==> src/rtl/systolic_row_feeder.sv <==
// systolic_row_feeder: pulls one tile of activations out of the per-row input
// FIFOs and feeds the left edge of the MAC array with a diagonal skew
// (row i lags row 0 by i cycles). All rows stall together so the skew holds.

// Per-row slice: activity window, read enable and the two-stage read pipeline.
module systolic_row_lane #(
  parameter int data_size = 8,
  parameter int tile_len  = 16,
  parameter int row_idx   = 0,
  parameter int tw        = 4
) (
  input  logic                 clk,
  input  logic                 reset,
  input  logic [tw-1:0]        t,
  input  logic                 issue,
  input  logic [data_size-1:0] fifo_data,
  output logic                 active,
  output logic                 r_en,
  output logic [data_size-1:0] a_out,
  output logic                 a_valid
);

  localparam logic [tw:0] HI = (tw+1)'(row_idx + tile_len);

  logic lo_ok;
  logic rd_d1;

  // Row 0 is active from step 0, so its lower bound is trivially met.
  generate
    if (row_idx == 0) begin : g_lo0
      assign lo_ok = 1'b1;
    end else begin : g_lo
      localparam logic [tw:0] LO = (tw+1)'(row_idx);
      assign lo_ok = ({1'b0, t} >= LO);
    end
  endgenerate

  assign active = lo_ok && ({1'b0, t} < HI);
  assign r_en   = issue && active;

  // FIFO data lands one cycle after r_en; capture it then, else drive a zero bubble.
  always_ff @(posedge clk) begin
    if (reset) begin
      rd_d1   <= 1'b0;
      a_out   <= '0;
      a_valid <= 1'b0;
    end else begin
      rd_d1 <= r_en;
      if (rd_d1) begin
        a_out   <= fifo_data;
        a_valid <= 1'b1;
      end else begin
        a_out   <= '0;
        a_valid <= 1'b0;
      end
    end
  end

endmodule

module systolic_row_feeder #(
  parameter int data_size = 8,
  parameter int num_rows  = 4,
  parameter int tile_len  = 16
) (
  input  logic                          clk,
  input  logic                          reset,
  input  logic                          start,
  input  logic [num_rows-1:0]           fifo_empty,
  input  logic [num_rows*data_size-1:0] fifo_data,
  output logic [num_rows-1:0]           fifo_r_en,
  output logic [num_rows*data_size-1:0] a_out,
  output logic [num_rows-1:0]           a_valid,
  output logic                          busy,
  output logic                          done,
  output logic [15:0]                   stall_cnt
);

  localparam int            TW     = $clog2(tile_len + num_rows);
  localparam logic [TW-1:0] T_LAST = TW'(tile_len + num_rows - 2);

  typedef enum logic [1:0] {IDLE, RUN, DRAIN, DONE} state_t;

  state_t            state, state_nxt;
  logic [TW-1:0]     t;
  logic              drain_cnt;
  logic [num_rows-1:0] active;
  logic              stall;
  logic              issue;

  // Only rows inside their window can stall the tile; an empty idle row is harmless.
  assign stall = (state == RUN) && (|(active & fifo_empty));
  assign issue = (state == RUN) && !stall;

  generate
    for (genvar i = 0; i < num_rows; i++) begin : g_row
      systolic_row_lane #(
        .data_size (data_size),
        .tile_len  (tile_len),
        .row_idx   (i),
        .tw        (TW)
      ) u_lane (
        .clk       (clk),
        .reset     (reset),
        .t         (t),
        .issue     (issue),
        .fifo_data (fifo_data[i*data_size +: data_size]),
        .active    (active[i]),
        .r_en      (fifo_r_en[i]),
        .a_out     (a_out[i*data_size +: data_size]),
        .a_valid   (a_valid[i])
      );
    end
  endgenerate

  // State register.
  always_ff @(posedge clk) begin
    if (reset) state <= IDLE;
    else       state <= state_nxt;
  end

  // Next-state and status outputs; DRAIN covers FIFO latency plus the output register.
  always_comb begin
    state_nxt = state;
    busy      = (state != IDLE);
    done      = (state == DONE);
    case (state)
      IDLE:    if (start) state_nxt = RUN;
      RUN:     if (issue && (t == T_LAST)) state_nxt = DRAIN;
      DRAIN:   if (drain_cnt) state_nxt = DONE;
      DONE:    state_nxt = IDLE;
      default: state_nxt = IDLE;
    endcase
  end

  // Step counter, drain timer and saturating stall counter.
  always_ff @(posedge clk) begin
    if (reset) begin
      t         <= '0;
      drain_cnt <= 1'b0;
      stall_cnt <= '0;
    end else begin
      drain_cnt <= 1'b0;
      case (state)
        IDLE: begin
          if (start) begin
            t         <= '0;
            stall_cnt <= '0;
          end
        end
        RUN: begin
          if (stall) begin
            if (stall_cnt != 16'hFFFF) stall_cnt <= stall_cnt + 16'd1;
          end else begin
            t <= t + TW'(1);
          end
        end
        DRAIN:   drain_cnt <= 1'b1;
        default: ;
      endcase
    end
  end

endmodule

==> config.mk <==
export PLATFORM = sky130hd
export DESIGN_NAME = systolic_row_feeder
export DESIGN_NICKNAME = d
export VERILOG_FILES = /design/src/rtl/systolic_row_feeder.sv
export SDC_FILE = /design/constraint.sdc
export NUM_CORES = 1
export LEC_CHECK = 0
export BUFFER_PORTS_ARGS = -buffer_cell sky130_fd_sc_hd__buf_2
export CORE_ASPECT_RATIO = 0.75
export CORE_MARGIN = 5
export CORE_UTILIZATION = 50
export CTS_CLUSTER_DIAMETER = 100
export DETAILED_ROUTE_END_ITERATION = 8
export PLACE_DENSITY = 0.82
export SYNTH_ARGS = -nofsm -noshare
export SYNTH_HDL_FRONTEND = slang
export SYNTH_SLANG_ARGS = --single-unit
==> constraint.sdc <==
create_clock -name clk -period 3.53 [get_ports clk]
set_input_delay 0.1765 -clock clk [delete_from_list [all_inputs] [get_ports clk]]
set_output_delay 0.1765 -clock clk [all_outputs]
set_load 0.02 [all_outputs]
# Word-level counts from Yosys, hierarchy flattened
# Cells that the tools add are included.
[totals]
register_bits = 64
latch_bits = 0
mem_bits_rw = 0
romBits = 0
input_bits = 39
output_inout_bits = 58
word_cells = 79
memories = 0
[op_classes]
n_addsub = 2
mul = 0
div_mod_pow = 0
n_lt_le_gt_ge = 7
n_eq_ne = 11
shifts = 0
muxes = 16
n_bitwise = 5
reduce_logical = 22
[op_table]
columns = ["cell", "n"]
rows = [
  ["$mux W16", 3],
  ["$pmux W16 S2", 1],
  ["$lt A5 B5 Y1 const B", 4],
  ["$add A16 B1 Y16 const B", 1],
  ["$ne A16 B16 Y1 const B", 1],
  ["$ge A5 B2 Y1 const B", 2],
  ["$logic_and A1 B1 Y1", 10],
  ["$mux W5", 2],
  ["$pmux W5 S2", 1],
  ["$ne A2 B2 Y1 const B", 4],
  ["$pmux W2 S4", 1],
  ["$reduce_or A2 Y1", 4],
  ["$mux W2", 3],
  ["$reduce_and A3 Y1", 2],
  ["$add A5 B1 Y5 const B", 1],
  ["$eq A5 B5 Y1 const B", 1],
  ["$ge A5 B1 Y1 const B", 1],
  ["$mux W1", 5],
  ["$and A4 B4 Y4", 1],
  ["$eq A2 B2 Y1 const B", 2],
  ["$ne A2 B1 Y1 const B", 2],
  ["$not A1 Y1", 4],
  ["$reduce_and A4 Y1", 1],
  ["$reduce_bool A2 Y1", 2],
  ["other kinds (4)", 4],
]

# Depth between registers and ports, before layout
[logic_depth]
word_depth = 10
depth_mapped = 9
depth_no_buf = 7

# Modules after synthesis
# From an unflattened synthesis, not the netlist that was laid out.
[hier_totals]
hier_cells = 280
hier_area_um2 = 2716.4
[modules_own_cells]
columns = ["module", "n_inst", "cells_each", "area_each_um2", "seq_area_each_um2"]
rows = [
  ["systolic_row_feeder", 1, 177, 1446.4, 480.5],
  ["systolic_row_lane (g_row[1].u_lane ...)", 2, 28, 336.6, 200.2],
  ["systolic_row_lane (g_row[2].u_lane)", 1, 25, 302.8, 200.2],
  ["systolic_row_lane (g_row[0].u_lane)", 1, 22, 294.0, 200.2],
]

# Worst setup path before layout
# Ideal clock, no wire load.
[synth_path]
kind = "reg2reg"
startpoint = "register stall_cnt[0]"
endpoint = "register stall_cnt[10]"
setup_ns = 0.060
arrival_ns = 2.078
required_time_ns = 3.470
path_slack_ns = 1.392
stages_incl_launch_ff = 9
n_path_buf = 1
synth_period_minus_slack_ns = 2.138
path_cell_list = "dfxtp_1 -> ha_1 -> and2_0 -> and3_1 -> a31oi_1 -> o21ai_1 -> buf_4 -> or4_1 -> nand2_1"
[synth_between]
elab_chain_len = 4
word_cells_on_any_way = 7
classes_between = "add/sub (1); eq/ne (2); mux (3); reduce/logical (1)"
[synth_rtl]
columns = ["element", "line_no", "source"]
rows = [
  ["start, declared", "76", "output logic [15:0] stall_cnt"],
  ["start signal, assigned", "153", "if (stall_cnt != 16'hFFFF) stall_cnt <= stall_cnt + 16'd1;"],
  ["$add A16 B1 Y16", "153", ""],
  ["$mux W16", "153", ""],
  ["$mux W16", "152", "if (stall) begin"],
  ["$pmux W16 S2", "144", "case (state)"],
]
# Several ways; a longest one is shown, not always the timed one. The select of a mux whose other input is x is not followed.
# A chain may end at the register's enable or synchronous reset.

# Final worst setup path
[layout_path]
startpoint = "register t[1]"
endpoint = "register stall_cnt[8]"
[layout_between]
elab_chain_len = 7
word_cells_on_any_way = 15
classes_between = "order compare (7); eq/ne (1); bitwise (1); reduce/logical (6)"
[layout_rtl]
columns = ["element", "line_no", "source"]
rows = [
  ["start, declared", "85", "logic [TW-1:0] t;"],
  ["start signal, assigned", "155", "t <= t + TW'(1);"],
  ["$ge A5 B1 Y1, or another cell as far along", "34", "assign lo_ok = ({1'b0, t} >= LO);"],
  ["$logic_and A1 B1 Y1", "38", "assign active = lo_ok && ({1'b0, t} < HI);"],
  ["$and A4 B4 Y4 (*)", "92", "assign stall = (state == RUN) && (|(active & fifo_empty));"],
  ["$reduce_or A4 Y1 (*)", "92", ""],
  ["$logic_and A1 B1 Y1 (*)", "92", ""],
  ["$ne A2 B2 Y1 (no line) (*)", "--", ""],
  ["$reduce_and A4 Y1 (no line) (*)", "--", ""],
]
# Every way passes the cells marked *; elsewhere a longest branch is shown, timed or not.

==> flow_summary.toml <==
[critical_path]
cp-start-kind = "register"
worstPathArrival_ps = 2930
cp-startpoint = "t[1]"
worstPathRequired_ps = 3790
rr_worst_depth = 6
r2r-start = "t[1]"
critPathMaxFanout = 20
criticalPathCategory = "register to register"
reg2reg_to = "stall_cnt[8]"
crit_end = "stall_cnt[8]"
reg2reg_slack_ps = 860
end_kind = "register"

[worst_hold_path]
min_path_cells = 2
hold_class = "primary input to register"

[synthesis]
synth_top_area_share_pct = 48.6
synthCells = 271
yosysWarnings = 0
synthFlopType = "dfxtp_1"
yosysTopAreaCell = "dfxtp_1"
syn-cell-area_sq_um = 2640
synth_xor_area_share_pct = 1.66
ys_top_cells_by_area = "dfxtp_1 (49%), and2_1 (7.8%), ha_1 (3.8%)"
synth_common_cells = "dfxtp_1 (64), and2_1 (33), inv_1 (14), nor2_1 (14), nand2_1 (12)"
synthAdderAreaFrac_pct = 3.80
syn-num-nets = 318
synth_top_family_by_area = "simple AND/OR/NAND/NOR gates"
synth_edf_count = 0
synth-simple-area-share_pct = 24.3
syn_area_per_cell_sq_um = 9.73
synth_compound_area_share_pct = 14.1
synth_most_common_cell = "dfxtp_1"
synth_seq_cells = 64
ys_seq_area_share_pct = 48.6
synthMuxAreaShare_pct = 1.14
yosysUniqueCellTypes = 50
postSynth.asyncResetShare_pct = 0

[route]
post_drt_wl_per_cell_um = 13.7
drtPass1Iterations = 4
ant_nets = 0
avgViaCountPerCell = 5.01
drc_errors = 0
drt-initial-drc-count = 127
routed_wl_mm = 6.00
vias = 2191

[grt]
use_met3_pct = 5.98
antenna_found_initial = 0
grt_max_degree = 21
grt_pass1_wl_mm = 9.63
grt_overflow_total = 0
grt_use_met2_pct = 28.6
grt_pass1_vias = 2099
grtUsageTotal_pct = 18.1
top_usage_layer = "met2"
grtUsageMet1_pct = 22.6

[outcome]
outcome = "completed"

[sta]
worstMarginPinSlew_ps = 1060
rsz0062_at_grt = "false"
fmax_mhz = 375
slew_violations = 0
finalClockSkew_ps = 6.41
slew_headroom_pct = 28.8
fin_crit_ps = 2670
setup_tns_ps = 0
hold_viol_final = 0
finalSetupViolations = 0
period_share_pct = 75.6

[layout]
drive_above_1_share_pct = 35.3
area_growth_pct = 25.2
antennaDiodeCount = 0
nNetsFinal = 407
finalNonFillerCells = 437
final_util_pct = 65.9

[pwr]
p_leak_nw = 1.56
powerDensity_nw_per_um2 = 540
peakVddDrop_uv = 377

[clocking]
ctsRootBufferMaster = "clkbuf_8"
htreeDepth = 3
clock_path_buffers = 2
holdBufCountCts = 0
clkTransAtPathRegs_ps = 70
cts_num_sinks = 64
cts_tree = "built"
clock_latency_ps = 330
cts_setup_buffers = 0
cts.repair.resized = 0
cts_buffers = 9

[floorplanning]
start_util_pct = 52.6
dieArea_sq_um = 6840
ios = 97
fp-row-count = 22
dieHeight_um = 72.9
die_w_um = 93.9
core_area_sq_um = 5010

[place]
port_buffers = 96
place_congestion = 0.897
placed_cells = 421
post-dp-hpwl_mm = 4.32

[job]
max_cap_viol_count = 0
==> registers in the layout (all words and copies together) (netlist names) <==
register / cells
g_row.u_lane.a_out: 32
stall_cnt: 16
t: 5
g_row.u_lane.a_valid: 4
g_row.u_lane.rd_d1: 4
state: 2
drain_cnt: 1
==> critical path: stages (launching register included) <==
cell     delay [ps]
dfxtp_1         400
a211o_2         400
o21ai_0         310
a22oi_2         210
o21ai_1         880
o21ai_0         210
a21oi_1         180
==> layer usage <==
metal	vias up	share of wire [%]
li1	1102	-
met1	1011	44
met2	71	48
met3	7	7.3
met4	0	0.80
met5	-	0
==> how the worst min path moves through the flow <==
stage / startpoint / end / slack [ps]
after floorplan: fifo_data[0] / g_row[0].u_lane.a_out[0] / 300
after global placement: fifo_data[9] / g_row[1].u_lane.a_out[1] / 380
after detailed placement: fifo_data[31] / g_row[3].u_lane.a_out[7] / 380
after CTS: fifo_data[9] / g_row[1].u_lane.a_out[1] / 10
after global routing: fifo_data[25] / g_row[3].u_lane.a_out[1] / 20
final: fifo_data[9] / g_row[1].u_lane.a_out[1] / 40
==> cells by family (layout without fill, tap and decap cells) <==
kind of cell | Yosys count | in the layout
AOI/OAI and AO/OA | 48 | 48
xor gates and xnor gates | 5 | 5
adders and majority gates | 8 | 8
buffers and inverters | 33 | 127
DFF | 64 | 64
muxes | 3 | 3
and+or+nand+nor | 110 | 110
==> metrics by stage <==
| step | hold slack [ps] | total power, mW | area, sq um | setup slack [ps] |
|---|---|---|---|---|
| 6_report | 36.1 | 1.78 | 3300 | 861 |
| 5_1_grt | 15.6 | 1.88 | 3300 | 563 |
| 4_1_cts | 10.6 | 1.80 | 3300 | 870 |
| 3_5_place_dp | 379 | 1.17 | 3100 | 914 |
| 3_3_place_gp | 376 | 1.15 | 3100 | 1040 |
| 2_1_floorplan | 298 | 1.08 | 2640 | 1390 |
==> cells in the final DEF (no fill, tap or decap), types with 7 or more instances in the layout <==
master,Yosys,routed
inv_1,14,14
dfxtp_1,64,64
o21ai_0,8,8
nand3_1,10,10
or3_1,9,9
and2_1,33,33
clkbuf_8,0,10
ha_1,8,8
and3_1,7,7
nor2_1,14,14
a21oi_1,10,10
nand2_1,12,12
buf_2,1,96
==> layout make-up <==
cell class | count | area, sq um
fillers | 450 | 1710
flip-flops and latches | 64 | 1280
multi-input cells | 174 | 1190
repair buffers | 97 | 488
clock buffers | 10 | 138
well taps | 72 | 90.1
clock inverters | 6 | 66.3
inverters | 14 | 52.6
==> report_power, final <==
group / internal, mW / switching [mW] / total, mW
Combinational: 0.124 / 0.255 / 0.379
Clock: 0.346 / 0.283 / 0.629
Sequential: 0.751 / 0.0243 / 0.775
Total: 1.22 / 0.562 / 1.78
Power figures use the tool's default switching activity.
